## src/rtl/hsosc_pwr_ctrl_pkg.sv

```systemverilog
// hsosc_pwr_ctrl_pkg: shared state encoding and counter sizing for the HSOSC power sequencer
package hsosc_pwr_ctrl_pkg;

    typedef enum logic [2:0] {ST_OFF, ST_PWRUP, ST_ON, ST_HOLD, ST_DRAIN} hsosc_state_t;

    function automatic int cnt_width(int pu, int idle, int off);
        int m = pu;
        int w = 1;
        m = (idle > m) ? idle : m;
        m = (off > m) ? off : m;
        while ((1 << w) < m + 1) w++;
        return w;
    endfunction

endpackage

```

## src/rtl/hsosc_pwr_timer.sv

```systemverilog
// hsosc_pwr_timer: loadable down-counter that holds at zero
module hsosc_pwr_timer #(
    parameter int W = 4
) (
    input  logic         clk,
    input  logic         reset,
    input  logic         load,
    input  logic [W-1:0] load_val,
    input  logic         dec,
    output logic         zero
);

    logic [W-1:0] cnt;

    assign zero = (cnt == '0);

    // load has priority over decrement; decrement never wraps below zero
    always_ff @(posedge clk) begin
        if (reset) cnt <= '0;
        else if (load) cnt <= load_val;
        else if (dec && !zero) cnt <= cnt - 1'b1;
    end

endmodule

```

## src/rtl/hsosc_pwr_ctrl.sv

```systemverilog
// hsosc_pwr_ctrl: request merge and power-up/enable sequencing for the iCE40UP HSOSC
// Optional power-up statistics counter enabled by defining HSOSC_PWR_CTRL_STATS_EN.
module hsosc_pwr_ctrl
    import hsosc_pwr_ctrl_pkg::*;
#(
    parameter int NUM_REQ     = 4,
    parameter int PU_CYCLES   = 1200,
    parameter int IDLE_CYCLES = 600,
    parameter int OFF_CYCLES  = 2
) (
    input  logic               clk,
    input  logic               reset,
    input  logic [NUM_REQ-1:0] req,
    output logic [NUM_REQ-1:0] gnt,
    output logic               hf_ready,
    output logic               hf_pu,
    output logic               hf_en
`ifdef HSOSC_PWR_CTRL_STATS_EN
    ,
    output logic [15:0]        pu_count
`endif
);

    localparam int W = cnt_width(PU_CYCLES, IDLE_CYCLES, OFF_CYCLES);
    localparam logic [W-1:0] PU_LOAD   = W'(PU_CYCLES - 1);
    localparam logic [W-1:0] IDLE_LOAD = W'(IDLE_CYCLES - 1);
    localparam logic [W-1:0] OFF_LOAD  = W'(OFF_CYCLES - 1);

    hsosc_state_t state, nxt;
    logic         any, ld, dec, zero;
    logic [W-1:0] lv;

    assign any      = |req;
    assign hf_ready = hf_en;
    assign gnt      = req & {NUM_REQ{hf_ready}};

    hsosc_pwr_timer #(.W(W)) u_timer (
        .clk      (clk),
        .reset    (reset),
        .load     (ld),
        .load_val (lv),
        .dec      (dec),
        .zero     (zero)
    );

    // next state and timer control; HOLD checks requests before hold-off expiry
    always_comb begin
        nxt = state;
        ld  = 1'b0;
        lv  = '0;
        dec = 1'b0;
        case (state)
            ST_OFF: if (any) begin
                nxt = ST_PWRUP;
                ld  = 1'b1;
                lv  = PU_LOAD;
            end
            ST_PWRUP: if (zero) nxt = ST_ON; else dec = 1'b1;
            ST_ON: if (!any) begin
                nxt = (IDLE_CYCLES == 0) ? ST_DRAIN : ST_HOLD;
                ld  = 1'b1;
                lv  = (IDLE_CYCLES == 0) ? OFF_LOAD : IDLE_LOAD;
            end
            ST_HOLD: if (any) nxt = ST_ON;
                else if (zero) begin
                    nxt = ST_DRAIN;
                    ld  = 1'b1;
                    lv  = OFF_LOAD;
                end else dec = 1'b1;
            ST_DRAIN: if (zero) begin
                nxt = any ? ST_PWRUP : ST_OFF;
                ld  = any;
                lv  = PU_LOAD;
            end else dec = 1'b1;
            default: nxt = ST_OFF;
        endcase
    end

    // pins follow the next state so they change on the same edge as the transition
    always_ff @(posedge clk) begin
        if (reset) begin
            state <= ST_OFF;
            hf_pu <= 1'b0;
            hf_en <= 1'b0;
        end else begin
            state <= nxt;
            hf_pu <= (nxt != ST_OFF);
            hf_en <= (nxt == ST_ON) || (nxt == ST_HOLD);
        end
    end

`ifdef HSOSC_PWR_CTRL_STATS_EN
    // count every entry into PWRUP, saturating
    always_ff @(posedge clk) begin
        if (reset) pu_count <= '0;
        else if (nxt == ST_PWRUP && state != ST_PWRUP && pu_count != 16'hFFFF) pu_count <= pu_count + 1'b1;
    end
`endif

endmodule

```

## config.mk

```make
export PLATFORM = sky130hd
export DESIGN_NAME = hsosc_pwr_ctrl
export DESIGN_NICKNAME = d
export VERILOG_FILES = /design/src/rtl/hsosc_pwr_ctrl_pkg.sv /design/src/rtl/hsosc_pwr_timer.sv /design/src/rtl/hsosc_pwr_ctrl.sv
export SDC_FILE = /design/constraint.sdc
export NUM_CORES = 1
export LEC_CHECK = 0
export BUFFER_PORTS_ARGS = -buffer_cell sky130_fd_sc_hd__clkbuf_2
export CAP_MARGIN = 20
export CORE_UTILIZATION = 40
export CTS_BUF_LIST = sky130_fd_sc_hd__clkbuf_16
export DETAILED_ROUTE_END_ITERATION = 10
export PLACE_DENSITY_LB_ADDON = 0.25
export REMOVE_ABC_BUFFERS = 1
export SLEW_MARGIN = 20
export SYNTH_ARGS = -nofsm -noshare
export SYNTH_HDL_FRONTEND = slang
export SYNTH_SLANG_ARGS = --single-unit
```

## constraint.sdc

```tcl
create_clock -name clk -period 2.1 [get_ports clk]
set_input_delay 0.42 -clock clk [delete_from_list [all_inputs] [get_ports clk]]
set_output_delay 0.42 -clock clk [all_outputs]
set_load 0.02 [all_outputs]
```

=== Word level (Yosys, flattened, before mapping) ===
Cells that the tools add are included.
Widths: inputs -> output; s select.

* Bits in registers: 16
* Bits of input ports: 6
* Output and inout bits: 7

* Add/subtract/negate cells: 1
* Equality and inequality tests: 6
* Multiplexer cells: 25
* Bitwise gates (word level): 1
* Reductions and logical operators: 9

{| class="wikitable"
|+ Operators with widths
! kind !! number
|-
| $mux 11 || 4
|-
| $pmux 11 s4 || 1
|-
| $mux 3 || 6
|-
| $pmux 3 s5 || 1
|-
| $eq 3x2->1 const B || 4
|-
| $logic_not 11->1 || 1
|-
| $sub 11x1->11 const B || 1
|-
| $mux 1 || 10
|-
| $mux 10 || 1
|-
| $and 4x4->4 || 1
|-
| $pmux 1 s4 || 1
|-
| $reduce_or 4->1 || 1
|-
| $eq 3x1->1 const B || 1
|-
| $eq 3x3->1 const B || 1
|-
| $logic_not 3->1 || 1
|-
| $reduce_bool 3->1 || 1
|-
| $pmux 1 s2 || 1
|-
| $reduce_bool 2->1 || 1
|-
| $reduce_or 2->1 || 1
|-
| $logic_and 1x1->1 || 1
|-
| $logic_not 1->1 || 1
|-
| $logic_or 1x1->1 || 1
|}

=== Logic depth before layout (Yosys ltp) ===
* Depth after elaboration: 7
* Mapped depth: 8
* Depth with buffers taken out: 7

=== By module ===
Synthesis repeated with hierarchy kept, for this count alone.

* Cell total of the unflattened synthesis: 125
* Area, all modules: 1,062.3 µm²

{| class="wikitable"
|+ By module, submodules not included
! module !! instances !! cells each !! area an instance (µm²)
|-
| hsosc_pwr_timer || 1 || 77 || 674.4
|-
| hsosc_pwr_ctrl || 1 || 48 || 387.9
|}

=== Worst setup path after synthesis ===
OpenSTA, ideal clock, no wires.

* Path type: flip-flop to flip-flop
* Start: register u_timer.cnt[0]
* End: register u_timer.cnt[0]
* Arrival: 1.816 ns
* Required time: 1.978 ns
* Slack: 0.162 ns
* Stages on the path, launching flop included: 8
* Path buffers: 1
* Path through: dfxtp_1 inv_1 ha_1 nor3b_4 a31oi_4 or2_4 buf_6 o311a_1

* Word-level cells in the longest chain between the ends: 6
* Elaborated cells between the ends (all ways): 18
* Those cells by class: add/sub: 1; mux: 13; reduce/logical: 4

{| class="wikitable"
|+ Ends and longest elaborated chain
! what !! line !! RTL
|-
| start: declaration || hsosc_pwr_timer.sv:13 || <nowiki>logic [W-1:0] cnt;</nowiki>
|-
| start signal: assignment || hsosc_pwr_timer.sv:20 || <nowiki>else if (load) cnt <= load_val;</nowiki>
|-
| start signal: assignment || hsosc_pwr_timer.sv:21 || <nowiki>else if (dec && !zero) cnt <= cnt - 1'b1;</nowiki>
|-
| parallel branches: the longest is 6 deep, another holds $sub 11x1->11 || -- ||
|}

Several ways; the timed one is not identified. The select of a mux whose other input is x is not followed.
A chain may end at the register's enable or synchronous reset.

=== Final worst setup path ===
* Start: register u_timer.cnt[0]
* End: register u_timer.cnt[7]

Same word-level chain as after synthesis.

==> summary.txt <==
Timing
  – Measured slew at the worst slew-check pin: ~0.5 ns
  – Final setup TNS: 0 ns
  – Worst relative slew slack: 0.664
  – Skew final: around 0.002 ns
  – RSZ-0062 raised after global routing: no
  – Max Slew Vio Count: 0
  – Fin. Hold Viols: 0
  – Max Freq: approximately 0.51 GHz
  – Final setup violation count: 0
  – Final hold slack: just over 0.5 ns
  – Fin crit period: around 2 ns
  – Crit share post-route: 0.938

Placement
  – DPL Wire Length: approximately 2100 um
  – Placed insts: around 180
  – IO buf count: 12
  – GPL Wtd Cong: approximately 0.85

Die
  – Rows: 18
  – Die Y: 55.2 um
  – Die area: 0.00305 mm2
  – Std-Cell Core Area: 0.00257 mm2
  – Die X: about 55 um
  – Initial Util: 0.441
  – I/O pins: 13

GRT
  – GRT Util Overall: 0.199
  – Largest net degree at the start of global routing: 13
  – Vias in the first global route: ~1,000
  – Total gr overflow: 0
  – Antenna violations before repair: 0
  – Global-route wire length before repair: just under 5000 um

Route
  – Post-route ant nets: 0
  – Met2 WL: between 1000 and 1500 um
  – First-pass DRT Iterations: 4
  – DR top layer: met4
  – Via Count: between 1,000 and 1,500
  – Vias per inst: roughly 6.2
  – Met3 wire len: about 140 um
  – WL met1: around 1300 um
  – Routed WL per cell: between 15 and 20 um
  – 1st-iter DRT viols: between 40 and 50
  – DRC violations left: 0
  – Routed WL: roughly 2900 um

Critical path
  – Worst setup EP type: register
  – Req. time, crit path: ~2.3 ns
  – Critical-path maximum fanout: 7
  – Kind of critical path: reg2reg
  – WP data arrival: approximately 2.1 ns
  – Critical path launch point type: register

Clock network
  – Clock sinks: 16
  – Root Driver: clkbuf_16
  – Worst skew pair latency: ~0.25 ns
  – Clock slew seen by the registers of the worst setup and hold paths: ~0.050 ns
  – Num CTS Buffers: 3
  – CTS tree: done
  – Clk buf depth: 2
  – H-tree levels: 1
  – Hold_buf cts: 0

Synth
  – Post-synth EDFFs: 0
  – Post-Syn Area: approximately 0.0011 mm2
  – Sequential share of the synthesized area: 0.283
  – Synthesized flop and latch total: 16
  – Synth async-reset ratio: 0
  – Post-synth top flop: dfxtp_1
  – Avg Cell Area, Syn: 8.45 um2
  – Post-Synthesis Cells: 134
  – Synth warn: 0
  – Cell variety after synth: 50

Flow run
  – Max_cap viols: 0

Power
  – Pwr dens: 1530 mW/mm2
  – Maximum VDD drop: 788 uV
  – LEAKAGE: between 0.5 and 0.6 nW

Run status
  – Outcome: complete, no violations

Final layout
  – Ant diodes: 0
  – Fin nets: 160
  – Share of cells above drive strength 1: 0.263
  – Non-filler cells, final: around 180
  – Synth-to-layout area growth: 18.5%

Worst hold path
  – HP Class: in2reg
## cell usage in the layout (no fill, tap or decap), types with 2 or more instances in the layout
cell / Yosys / layout
a211oi_1: 3 / 3
a21o_1: 3 / 3
a21oi_1: 9 / 9
a22oi_1: 4 / 4
a31oi_1: 4 / 4
a32oi_1: 2 / 2
and2_1: 4 / 4
buf_4: 2 / 8
clkbuf_16: 0 / 3
clkbuf_2: 0 / 12
dfxtp_1: 16 / 16
inv_1: 5 / 5
nand2_1: 10 / 10
nand3_1: 5 / 5
nor2_1: 8 / 8
nor3_1: 14 / 13
nor3_2: 1 / 2
nor4_1: 6 / 6
o2111ai_1: 2 / 2
o31ai_1: 2 / 2
## final cells by class
cell class	count	area (um2)
tap	30	37.5
multi-input combinational	106	762
sequential	16	320
clock buffer	3	75.1
clock inverter	1	3.75
inverter	6	22.5
fill	253	1230
timing repair buffer	20	120
## synthesized netlist by cell type (2+ instances only)
master      n  area, um2
a31oi_1     4       25.0
a21o_1      3       22.5
o31ai_1     2       15.0
o2111ai_1   2       17.5
nand2_1    10       37.5
buf_4       2       15.0
a211oi_1    3       22.5
nor2_1      8       30.0
buf_2       2       10.0
and3_1      2       12.5
nand3_1     5       25.0
dfxtp_1    16        320
and2_1      4       25.0
nor3_1     14       70.1
inv_1       5       18.8
a21oi_1     9       45.0
a32oi_1     2       17.5
nor4_1      6       37.5
a22oi_1     4       30.0
## power breakdown
part           switching (mW)  leakage [nW]  total [mW]  internal, mW
registers               0.155         0.132       0.563         0.408
clock network           0.128        0.0385       0.381         0.253
logic                   0.643         0.330        1.11         0.470
total                   0.925         0.501        2.06          1.13
## logic make-up (layout without fill, tap and decap cells)
| family | Yosys count | count (layout) | share of synthesized area |
|---|---|---|---|
| buffers and inverters | 12 | 30 | 0.0552 |
| AOI/OAI and AO/OA | 42 | 42 | 0.289 |
| xor gates and xnor gates | 1 | 1 | 0.00774 |
| DFF | 16 | 16 | 0.283 |
| and+or+nand+nor | 62 | 62 | 0.354 |
| adders and majority gates | 1 | 1 | 0.0110 |
## metrics by stage
step | total power, mW | utilization | area (um2) | worst slack [ns]
global placement | 1.59 | 0.478 | 1230 | 0.0404
floorplan | 1.34 | - | 1090 | 0.245
global route | 2.21 | 0.522 | 1340 | 0.0238
CTS | 2.00 | 0.509 | 1310 | 0.0167
finish | 2.06 | 0.522 | 1340 | 0.130
detailed placement | 1.61 | 0.478 | 1230 | 0.0325
## flip-flops by register name, summed over array words and instances (netlist names)
register / flops
state: 3
u_timer.cnt: 11
hf_pu: 1
hf_en: 1
## critical path, stage by stage, from the launching register on
cell	delay (ns)
dfxtp_1	0.39
inv_1	0.06
ha_1	0.21
nor3b_4	0.15
buf_4	0.17
and3_2	0.24
nand2_1	0.25
a31oi_1	0.13
nor4_1	0.27
## final timing paths
path	depth (start not counted)	from	slack, ns	end
max	8	u_timer.cnt[0]	0.13	u_timer.cnt[7]
min	2	reset	0.51	u_timer.cnt[1]
max reg2reg	8	u_timer.cnt[0]	0.13	u_timer.cnt[7]
min reg2reg	2	u_timer.cnt[1]	0.52	u_timer.cnt[1]
## per-layer routing
metal	vias to the layer above	track usage
li1	560	-
met1	540	0.260
met2	31	0.294
met3	5	0.0539
met4	0	0.107
met5	-	0
## timing repair
action | CTS | global route
gates resized for setup | 0 | 4
setup endpoints to repair | 0 | 9
buffers inserted | 0 | 3
(Power assumes the default switching activity.)
